===== config.mk =====
export PLATFORM = sky130hd
export DESIGN_NAME = countdown_timer
export DESIGN_NICKNAME = d
export VERILOG_FILES = /design/src/rtl/countdown_timer.sv
export SDC_FILE = /design/constraint.sdc
export NUM_CORES = 1
export LEC_CHECK = 0
export CORE_UTILIZATION = 30
export DETAILED_ROUTE_END_ITERATION = 10
export HOLD_SLACK_MARGIN = 0.12
export PLACE_DENSITY_LB_ADDON = 0.08
export SYNTH_ARGS = -nofsm -noshare
export SYNTH_HDL_FRONTEND = slang
export SYNTH_SLANG_ARGS = --single-unit
export TNS_END_PERCENT = 30

===== constraint.sdc =====
create_clock -name clk -period 3.7 [get_ports clk]
set_clock_uncertainty 0.15 [all_clocks]
set_input_delay 1.11 -clock clk [delete_from_list [all_inputs] [get_ports clk]]
set_output_delay 1.11 -clock clk [all_outputs]
set_load 0.03 [all_outputs]

===== src/rtl/countdown_timer.sv =====
// Four-digit BCD MM:SS cook timer: keypad digits shift in from the right in load
// mode, and each timing pulse counts down one second in count mode.
module countdown_timer #(
    parameter logic [3:0] SEC_TENS_MAX = 4'd5,
    parameter logic [3:0] MIN_TENS_MAX = 4'd9
) (
    input  logic       clk,
    input  logic       clearn,
    input  logic [3:0] D,
    input  logic       loadn,
    input  logic       pgt,
    input  logic       enbn,
    output logic [3:0] sec_ones,
    output logic [3:0] sec_tens,
    output logic [3:0] min_ones,
    output logic [3:0] min_tens,
    output logic       zero,
    output logic       running,
    output logic       done
);

    logic       pgt_q;
    logic       tick;
    logic [3:0] sec_ones_q, sec_ones_d;
    logic [3:0] sec_tens_q, sec_tens_d;
    logic [3:0] min_ones_q, min_ones_d;
    logic [3:0] min_tens_q, min_tens_d;
    logic       done_q, done_d;

    logic [3:0] dec_so, dec_st, dec_mo, dec_mt;
    logic       bor_so, bor_st, bor_mo;

    assign tick    = pgt & ~pgt_q;
    assign zero    = (sec_ones_q == 4'd0) && (sec_tens_q == 4'd0) &&
                     (min_ones_q == 4'd0) && (min_tens_q == 4'd0);
    assign running = enbn & ~zero;

    // One-second BCD borrow cascade from the current digits.
    always_comb begin
        dec_so = sec_ones_q;
        dec_st = sec_tens_q;
        dec_mo = min_ones_q;
        dec_mt = min_tens_q;
        bor_so = 1'b0;
        bor_st = 1'b0;
        bor_mo = 1'b0;

        if (sec_ones_q == 4'd0) begin
            dec_so = 4'd9;
            bor_so = 1'b1;
        end else begin
            dec_so = sec_ones_q - 4'd1;
        end

        if (bor_so) begin
            if (sec_tens_q == 4'd0) begin
                dec_st = SEC_TENS_MAX;
                bor_st = 1'b1;
            end else begin
                dec_st = sec_tens_q - 4'd1;
            end
        end

        if (bor_st) begin
            if (min_ones_q == 4'd0) begin
                dec_mo = 4'd9;
                bor_mo = 1'b1;
            end else begin
                dec_mo = min_ones_q - 4'd1;
            end
        end

        if (bor_mo) begin
            dec_mt = (min_tens_q == 4'd0) ? MIN_TENS_MAX : min_tens_q - 4'd1;
        end
    end

    always_comb begin
        sec_ones_d = sec_ones_q;
        sec_tens_d = sec_tens_q;
        min_ones_d = min_ones_q;
        min_tens_d = min_tens_q;
        done_d     = 1'b0;

        if (tick) begin
            if (!enbn) begin
                if (!loadn && (D <= 4'd9)) begin
                    min_tens_d = min_ones_q;
                    min_ones_d = sec_tens_q;
                    sec_tens_d = sec_ones_q;
                    sec_ones_d = D;
                end
            end else if (!zero) begin
                sec_ones_d = dec_so;
                sec_tens_d = dec_st;
                min_ones_d = dec_mo;
                min_tens_d = dec_mt;
                done_d     = (dec_so == 4'd0) && (dec_st == 4'd0) &&
                             (dec_mo == 4'd0) && (dec_mt == 4'd0);
            end
        end
    end

    // pgt_q resets high so a pulse already asserted at release is not a tick.
    always_ff @(posedge clk or negedge clearn) begin
        if (!clearn) begin
            pgt_q      <= 1'b1;
            sec_ones_q <= 4'd0;
            sec_tens_q <= 4'd0;
            min_ones_q <= 4'd0;
            min_tens_q <= 4'd0;
            done_q     <= 1'b0;
        end else begin
            pgt_q      <= pgt;
            sec_ones_q <= sec_ones_d;
            sec_tens_q <= sec_tens_d;
            min_ones_q <= min_ones_d;
            min_tens_q <= min_tens_d;
            done_q     <= done_d;
        end
    end

    assign sec_ones = sec_ones_q;
    assign sec_tens = sec_tens_q;
    assign min_ones = min_ones_q;
    assign min_tens = min_tens_q;
    assign done     = done_q;

endmodule


== After elaboration in Yosys (flattened, before gate mapping) ==
Cells that the tools add are included.

* Bits in registers: 18
* Output and inout port bits: 19
* Logic and storage cells: 61

* Add/subtract/negate cells: 4
* $lt $le $gt $ge: 1
* Equality and inequality tests: 1
* Muxes and demuxes: 27
* Bitwise logic cells: 4
* Reduce and logical (&&, ||, !) cells: 18

{| class="wikitable"
|+ Operators by type and width
! kind !! number
|-
| $mux W4 || 19
|-
| $logic_not A4 Y1 || 8
|-
| $sub A4 B1 Y4 const B || 4
|-
| $mux W1 || 8
|-
| $logic_and A1 B1 Y1 || 7
|-
| $le A4 B4 Y1 const B || 1
|-
| $reduce_and A3 Y1 || 1
|-
| $and A1 B1 Y1 || 2
|-
| $ne A2 B2 Y1 const B || 1
|-
| $not A1 Y1 || 2
|-
| $reduce_bool A2 Y1 || 1
|-
| $logic_not A1 Y1 || 1
|}

== Longest topological paths before layout ==
Gate-level depths: netlist of the first run.

* Depth after elaboration: 10
* Gate-level depth with buffers: 7
* Depth with buffers taken out: 5

== Least setup slack after synthesis of the first run ==
Ideal clock, no wire load.

* Kind: register to output
* Start: reg sec_tens_q[2] (netlist: sec_tens[2])
* End: out running
* Data arrival time: 2354 ps
* Data required time: 2440 ps
* Path slack: 86 ps
* Cell stages (with the launch flop): 7
* Path buffers: 2
* Path through: dfrtp_1 > buf_6 > or4_4 > buf_6 > or4_4 > nor2_8 > and2b_2

* Longest elaborated chain between the ends: 6

{| class="wikitable"
|+ RTL lines
! item !! RTL line !! RTL
|-
| start, declared || 25 || <nowiki>logic [3:0] sec_tens_q, sec_tens_d;</nowiki>
|-
| start signal, assigned || 116 || <nowiki>sec_tens_q <= sec_tens_d;</nowiki>
|-
| $logic_not A4 Y1 || 34 || <nowiki>assign zero = (sec_ones_q == 4'd0) && (sec_tens_q == 4'd0) &&</nowiki>
|-
| $logic_and A1 B1 Y1 (2 in a row) || 34 ||
|-
| $logic_and A1 B1 Y1 || 35 || <nowiki>(min_ones_q == 4'd0) && (min_tens_q == 4'd0);</nowiki>
|-
| via zero || 17 || <nowiki>output logic zero,</nowiki>
|-
| $not A1 Y1 || 36 || <nowiki>assign running = enbn & ~zero;</nowiki>
|-
| $and A1 B1 Y1 || 36 ||
|-
| end, declared || 18 || <nowiki>output logic running,</nowiki>
|}

The timed path passes the listed nets, and every way through them passes these cells.

== Worst setup path after layout of the first run ==
* Start: reg sec_tens_q[3] (netlist: sec_tens[3])
* End: out running

* Longest elaborated chain between the ends: 6

{| class="wikitable"
|+ RTL lines
! item !! RTL line
|-
| $logic_not A4 Y1 || 34
|-
| $logic_and A1 B1 Y1 (2 in a row) || 34
|-
| $logic_and A1 B1 Y1 || 35
|-
| $not A1 Y1 || 36
|-
| $and A1 B1 Y1 || 36
|}

Every way passes these cells.

==> impl_metrics.ini, run 1 <==
[run_status]
outcome = completed

[power_and_ir_drop]
total_power_mw = 0.902
p_sw_mw = 0.379
p_comb_share_pct = 45.4
p_sw_share_pct = 42.1
p_int_mw = 0.523
ir_worst_vdd_v = 0.000256
p_clk_share_pct = 18.3
pwr-share-seq_pct = 36.3
p_leak_nw = 0.626
p_per_area_nw_per_um2 = 574

[timing]
hold_viol = 0
maxSlewHeadroom_pct = 41.9
whs_ns = 0.427
max_clock_freq_mhz = 276
setup_tns_ns = 0
fin_crit_sh_pct = 98.0
rsz0062_at_grt = no
setup_viol = 0
min_period_ns = 3.63
tightestPinTransition_ns = 0.868
drv_slew = 0

[yosys]
yosys-top-cells-count = 17 x dfrtp_1, 14 x o21ai_0, 13 x nand2_1
synth_top_family_by_area = simple AND/OR/NAND/NOR gates
yosysWarnings = 0
synth-xor-area-share_pct = 0
synth-compound-area-share_pct = 26.6
synthCells = 134
synth_nets = 143
yosysMostFrequentCell = dfrtp_1
synth_top_area_share_pct = 36.1
async_flop_share_pct = 100
synthMuxAreaShare_pct = 0.848
synth.avg_cell_area_um2 = 8.81
synth_cell_types = 48
synth_top_cell_by_area = dfrtp_1
ys_seq_area_share_pct = 38.3
syn_area_um2 = 1180
synth-seq-cells = 18
synth_fa_ha_area_share_pct = 0
yosys.area_share.simple_pct = 28.4
dominantRegCellSynth = dfrtp_1
synth.area.top_cells = dfrtp_1 36%, o21ai_0 5.9%, nand2_1 4.1%, nor3_1 3.4%, nor2_1 2.5%
synth_edf_count = 0

[cells_and_area]
drive_gt1_share_pct = 15.2
utilization_pct = 42.3
final_area_um2 = 1570
fin_nets = 174
n_antenna_cell = 0
syn2layout_area_growth_pct = 33.2

[setup_path]
worstSetupStartpointType = flop
critPathArrivalTime_ns = 2.37
crit_top_cell = or4_4
critPathKind = reg -> out
required_ns = 2.44
crit_slowest_cell = or4_4
cp-end-kind = primary output
worst_path_largest_cell_delay_ns = 0.58
crit_path_cell_trace = or4_4, or4_4, nor2_8, and2b_2, buf_4
critPathMaxFanout = 7

[clock_tree]
cts_buffers = 3
cts_hold_buf = 0
root_buffer = clkbuf_8
ctsHtreeMaxLevel = 1
clk-insertion-delay-late_ns = 0.26
clkTransAtPathRegs_ns = 0.08
post_cts_buffers = 0
cts_sinks = 18
clockBufferDepth = 2
cts-resized-gates = 0
cts_tree = done

[global_routing]
track_usage_pct = 18.5
grt_start_max_net_pins = 19
grt-ovfl-total = 0
antenna_found_initial = 0
grt_pass1_vias = 1211
grt_pass1_wl_um = 5820

[die]
die_area_um2 = 4190
initial_core_util_pct = 31.8
die_w_um = 64.7
core-area_um2 = 3720
io_pins = 28
die_h_um = 64.7
rows = 22

[job]
cap_violations = 0

[place]
io_buffers = 27
routabilityCongestion = 0.849
placedInstanceArea_um2 = 1520
hpwl_um = 2570

[routing]
avgViaCountPerCell = 5.64
drc = 0
finalWirelength_um = 3490
drtPass1Iterations = 4
vias = 1195
initialDrtViolationCount = 72
wl_per_cell_um = 16.4
antenna_left = 0

[hold_path]
hold_class = reg -> reg
## power groups by stage
stage / Sequential [mW] / Clock, mW / Combinational (mW)
2_1_floorplan: 0.413 / 0 / 0.155
3_3_place_gp: 0.329 / 0 / 0.412
3_5_place_dp: 0.331 / 0 / 0.410
4_1_cts: 0.328 / 0.169 / 0.412
5_1_grt: 0.338 / 0.180 / 0.442
6_report: 0.327 / 0.165 / 0.410
## flip-flops by register name, indices dropped and copies added, names as in the netlist
register,flops
sec_ones,4
min_ones,4
pgt_q,1
min_tens,4
done,1
sec_tens,4
## metal layers
metal | global-route usage [%] | wire length (um)
met1 | 23.3 | 1600
met5 | 0 | 0
met3 | 2.29 | 153
met4 | 8.61 | 37
met2 | 31.3 | 1690
## layout by cell type (no fill, tap or decap), drive strengths merged, types with 2 or more instances in the layout
cell	count
clkdlybuf4s50	25
dfrtp	17
o21ai	15
nand2	13
buf	10
nor2	9
nor3	8
inv	5
a21oi	5
nand3	5
clkbuf	4
or4	4
nor3b	3
o211ai	3
or2	3
and2	3
or3	2
a221o	2
o22ai	2
o2bb2ai	2
a222oi	2
nor4	2
## worst max-delay path: cells and delay by family (launching register included)
family | cells | cell delay (ns)
buffers and inverters | 1 | 0.16
and+or+nand+nor | 4 | 1.49
DFF | 1 | 0.45
## final timing paths
| check | startpoint | to | slack [ns] | cells after the start |
|---|---|---|---|---|
| worst min register to register | sec_tens[3] | sec_tens[3] | 0.43 | 1 |
| max in group asynchronous | clearn | sec_tens[3] | 1.62 | 1 |
| min in group asynchronous | clearn | min_tens[1] | 1.19 | 1 |
| worst min-delay path | sec_tens[3] | sec_tens[3] | 0.43 | 1 |
| worst max register to register | sec_ones[1] | min_tens[3] | 1.14 | 7 |
| worst max-delay path | sec_tens[3] | running | 0.07 | 5 |
## metrics by stage
step                      cells  setup slack, ns
after floorplan             134           0.0863
after global placement      208            0.325
after detailed placement    208            0.308
after CTS                   212           0.0180
after global routing        212           0.0155
final                       212           0.0748
## cell type report
cell class	count	area, um2
fillers	402	2140
repair buffers	35	325
flip-flops and latches	18	453
multi-input cells	102	659
inverters	5	18.8
well taps	48	60.1
clock buffers	4	55.1
## kinds of logic after synthesis
logic type / after synthesis
flip-flops: 18
AO/OA/AOI/OAI: 44
AND/OR/NAND/NOR: 57
multiplexers: 1
buffers and inverters: 14
(Power assumes the default switching activity.)
==> inputs of run 2 (changes only) <==
--- a/config.mk
+++ b/config.mk
@@ -5,6 +5,7 @@
 export SDC_FILE = /design/constraint.sdc
 export NUM_CORES = 1
 export LEC_CHECK = 0
+export CAP_MARGIN = 20
 export CORE_UTILIZATION = 30
 export DETAILED_ROUTE_END_ITERATION = 10
 export HOLD_SLACK_MARGIN = 0.12
==> results of run 2 <==
Final layout, timing and power as in run 1 (identical DEF).
==> inputs of run 3 (changes only) <==
--- a/config.mk
+++ b/config.mk
@@ -10,6 +10,7 @@
 export DETAILED_ROUTE_END_ITERATION = 10
 export HOLD_SLACK_MARGIN = 0.12
 export PLACE_DENSITY_LB_ADDON = 0.08
+export RECOVER_POWER = 50
 export SYNTH_ARGS = -nofsm -noshare
 export SYNTH_HDL_FRONTEND = slang
 export SYNTH_SLANG_ARGS = --single-unit
==> constraint.sdc (replaced) <==
create_clock -name clk -period 3.2 [get_ports clk]
set_clock_uncertainty 0.15 [all_clocks]
set_input_delay 0.96 -clock clk [delete_from_list [all_inputs] [get_ports clk]]
set_output_delay 0.96 -clock clk [all_outputs]
set_load 0.03 [all_outputs]
==> run 3 against run 2 <==
Against the previous run:
- the flow now finishes with violations (negative setup slack)
- worst hold slack improved by 0.024 ns
- sequential share of layout area decreased by 1.9 points
- die area is the same
- critical endpoint unchanged
- core utilization increased by 3.2 points
- global-route usage increased by 1.3 points
- combinational power up 46%
- first-iteration DRC count is 21% lower
- clock power up 2%
- critical path depth did not move
- register-to-register slack got worse by 0.49 ns
- routed wire length is 10% higher
- total power up 22%
==> impl_metrics.ini, run 3 (synthesis gave the netlist of run 1 again) <==
[global_routing]
grt-ovfl-total = 0
grt_pass1_vias = 1282
grt_pass1_wl_um = 6160
grt_start_max_net_pins = 19
grt.busiest_layer = met2
globalRouteMet1Util_pct = 24.5
grtUsageMet2_pct = 34.1
track_usage_pct = 19.8
met3_usage_pct = 3.17
antenna_found_initial = 0

[timing]
drv_slew = 0
hold_viol = 0
fin_crit_sh_pct = 103
tightestPinTransition_ns = 1.04
max_clock_freq_mhz = 302
layout_setup_ws_ns = -0.108
setup_viol = 2
maxSlewHeadroom_pct = 30.5
min_period_ns = 3.31
rsz0062_at_grt = yes

[place]
routabilityCongestion = 0.801
io_buffers = 27
dp_cells = 224
hpwl_um = 2900

[routing]
finalWirelength_um = 3840
avgViaCountPerCell = 5.41
vias = 1244
initialDrtViolationCount = 57
drtPass1Iterations = 4
wl_per_cell_um = 16.7
antenna_left = 0
drc = 0

[cells_and_area]
drive_gt1_share_pct = 22.0
syn2layout_area_growth_pct = 43.4
fill_cells = 381
fin_nets = 192
utilization_pct = 45.5
instances_no_fill = 230
mostFrequentLayoutCell = buf_4
n_antenna_cell = 0
layout_common_cells = 22 x buf_4, 19 x clkdlybuf4s50_1, 14 x o21ai_0, 14 x dfrtp_1, 13 x nand2_1

[setup_path]
cp-end-kind = primary output
critPathKind = reg -> out
worst_path_largest_cell_delay_ns = 0.55
cp_num_buf_inv = 1
crit_top_cell = or4_4
crit_slowest_cell = or4_4
worstSetupStartpointType = flop
critPathMaxFanout = 2
critPathArrivalTime_ns = 2.20
required_ns = 2.09
crit_family = simple AND/OR/NAND/NOR gates
crit_path_cell_trace = or4_4, or4_4, nor2_8, and2b_2, buf_6

[die]
die_area_um2 = 4190
rows = 22
initial_core_util_pct = 31.8
io_pins = 28
die_h_um = 64.7
die_w_um = 64.7
core-area_um2 = 3720

[run_status]
violations = negative setup slack
outcome = finished, violations left

[clock_tree]
cts_hold_buf = 0
cts_tree = done
clkTransAtPathRegs_ns = 0.08
cts_buffers = 3
ctsHtreeMaxLevel = 1
clk-insertion-delay-late_ns = 0.26
clockBufferDepth = 2
root_buffer = clkbuf_8
cts_sinks = 18

[power_and_ir_drop]
ir_worst_vdd_v = 0.000345
p_per_area_nw_per_um2 = 649
p_leak_nw = 0.694

[job]
cap_violations = 0

[hold_path]
hold_class = reg -> reg
-- run 3: cell count changes in the layout (fill, tap and decap cells not counted), sizes merged --
cell / change
dlygate4sd3: +6
clkbuf: +4
buf: +14
clkdlybuf4s50: -6
-- run 3: path summary, 6_finish.rpt --
check | start | to | slack (ns) | depth (start not counted)
worst max register to register | sec_tens[2] | min_tens[2] | 0.65 | 6
worst max-delay path | sec_tens[2] | running | -0.11 | 5
worst min-delay path | min_tens[1] | min_tens[1] | 0.45 | 2
worst min register to register | min_tens[1] | min_tens[1] | 0.45 | 2
max in group asynchronous | clearn | sec_tens[2] | 0.95 | 2
min in group asynchronous | clearn | min_tens[1] | 1.25 | 2
-- run 3: worst reg2reg max path, delay by kind of cell (launching register included) --
family          cells  cell delay [ns]
compound gates      3             0.58
flops               1             0.40
simple gates        2             1.12
buf+inv             1             0.18
-- run 3: per-stage QoR --
| step | total power, mW | setup TNS [ns] | hold slack, ns | instance area [um2] | setup slack [ns] |
|---|---|---|---|---|---|
| floorplan | 0.660 | -0.126 | 0.476 | 1180 | -0.126 |
| global placement | 0.933 | 0 | 0.421 | 1640 | 0.125 |
| detailed placement | 0.935 | 0 | 0.445 | 1640 | 0.114 |
| CTS | 1.11 | -0.186 | 0.464 | 1710 | -0.138 |
| global route | 1.16 | -0.222 | 0.484 | 1690 | -0.153 |
| finish | 1.10 | -0.125 | 0.451 | 1690 | -0.108 |
-- run 3: layout make-up --
type                    count  area, um2  area share [%]
clock buffers               4       45.0            2.66
multi-input cells         102        659            39.0
flip-flops and latches     18        455            26.9
well taps                  48       60.1            3.55
repair buffers             53        453            26.8
inverters                   5       18.8            1.11
-- run 3: power by group --
group	internal, mW	switching [mW]
Sequential	0.288	0.0430
Combinational	0.260	0.337
Clock	0.0885	0.0806
Total	0.636	0.461
-- run 3: routing by layer --
layer	wire length (um)	vias up
met5	0	-
met4	45	0
met3	167	4
met2	1960	41
met1	1660	599
li1	-	600
-- run 3: timing repair --
| item | 4_1_cts | 5_1_grt |
|---|---|---|
| endpoints found under the setup margin | 2 | 2 |
| pin swaps | 3 | 1 |
| setup buffers | 2 | 0 |
| resized for setup | 2 | 0 |
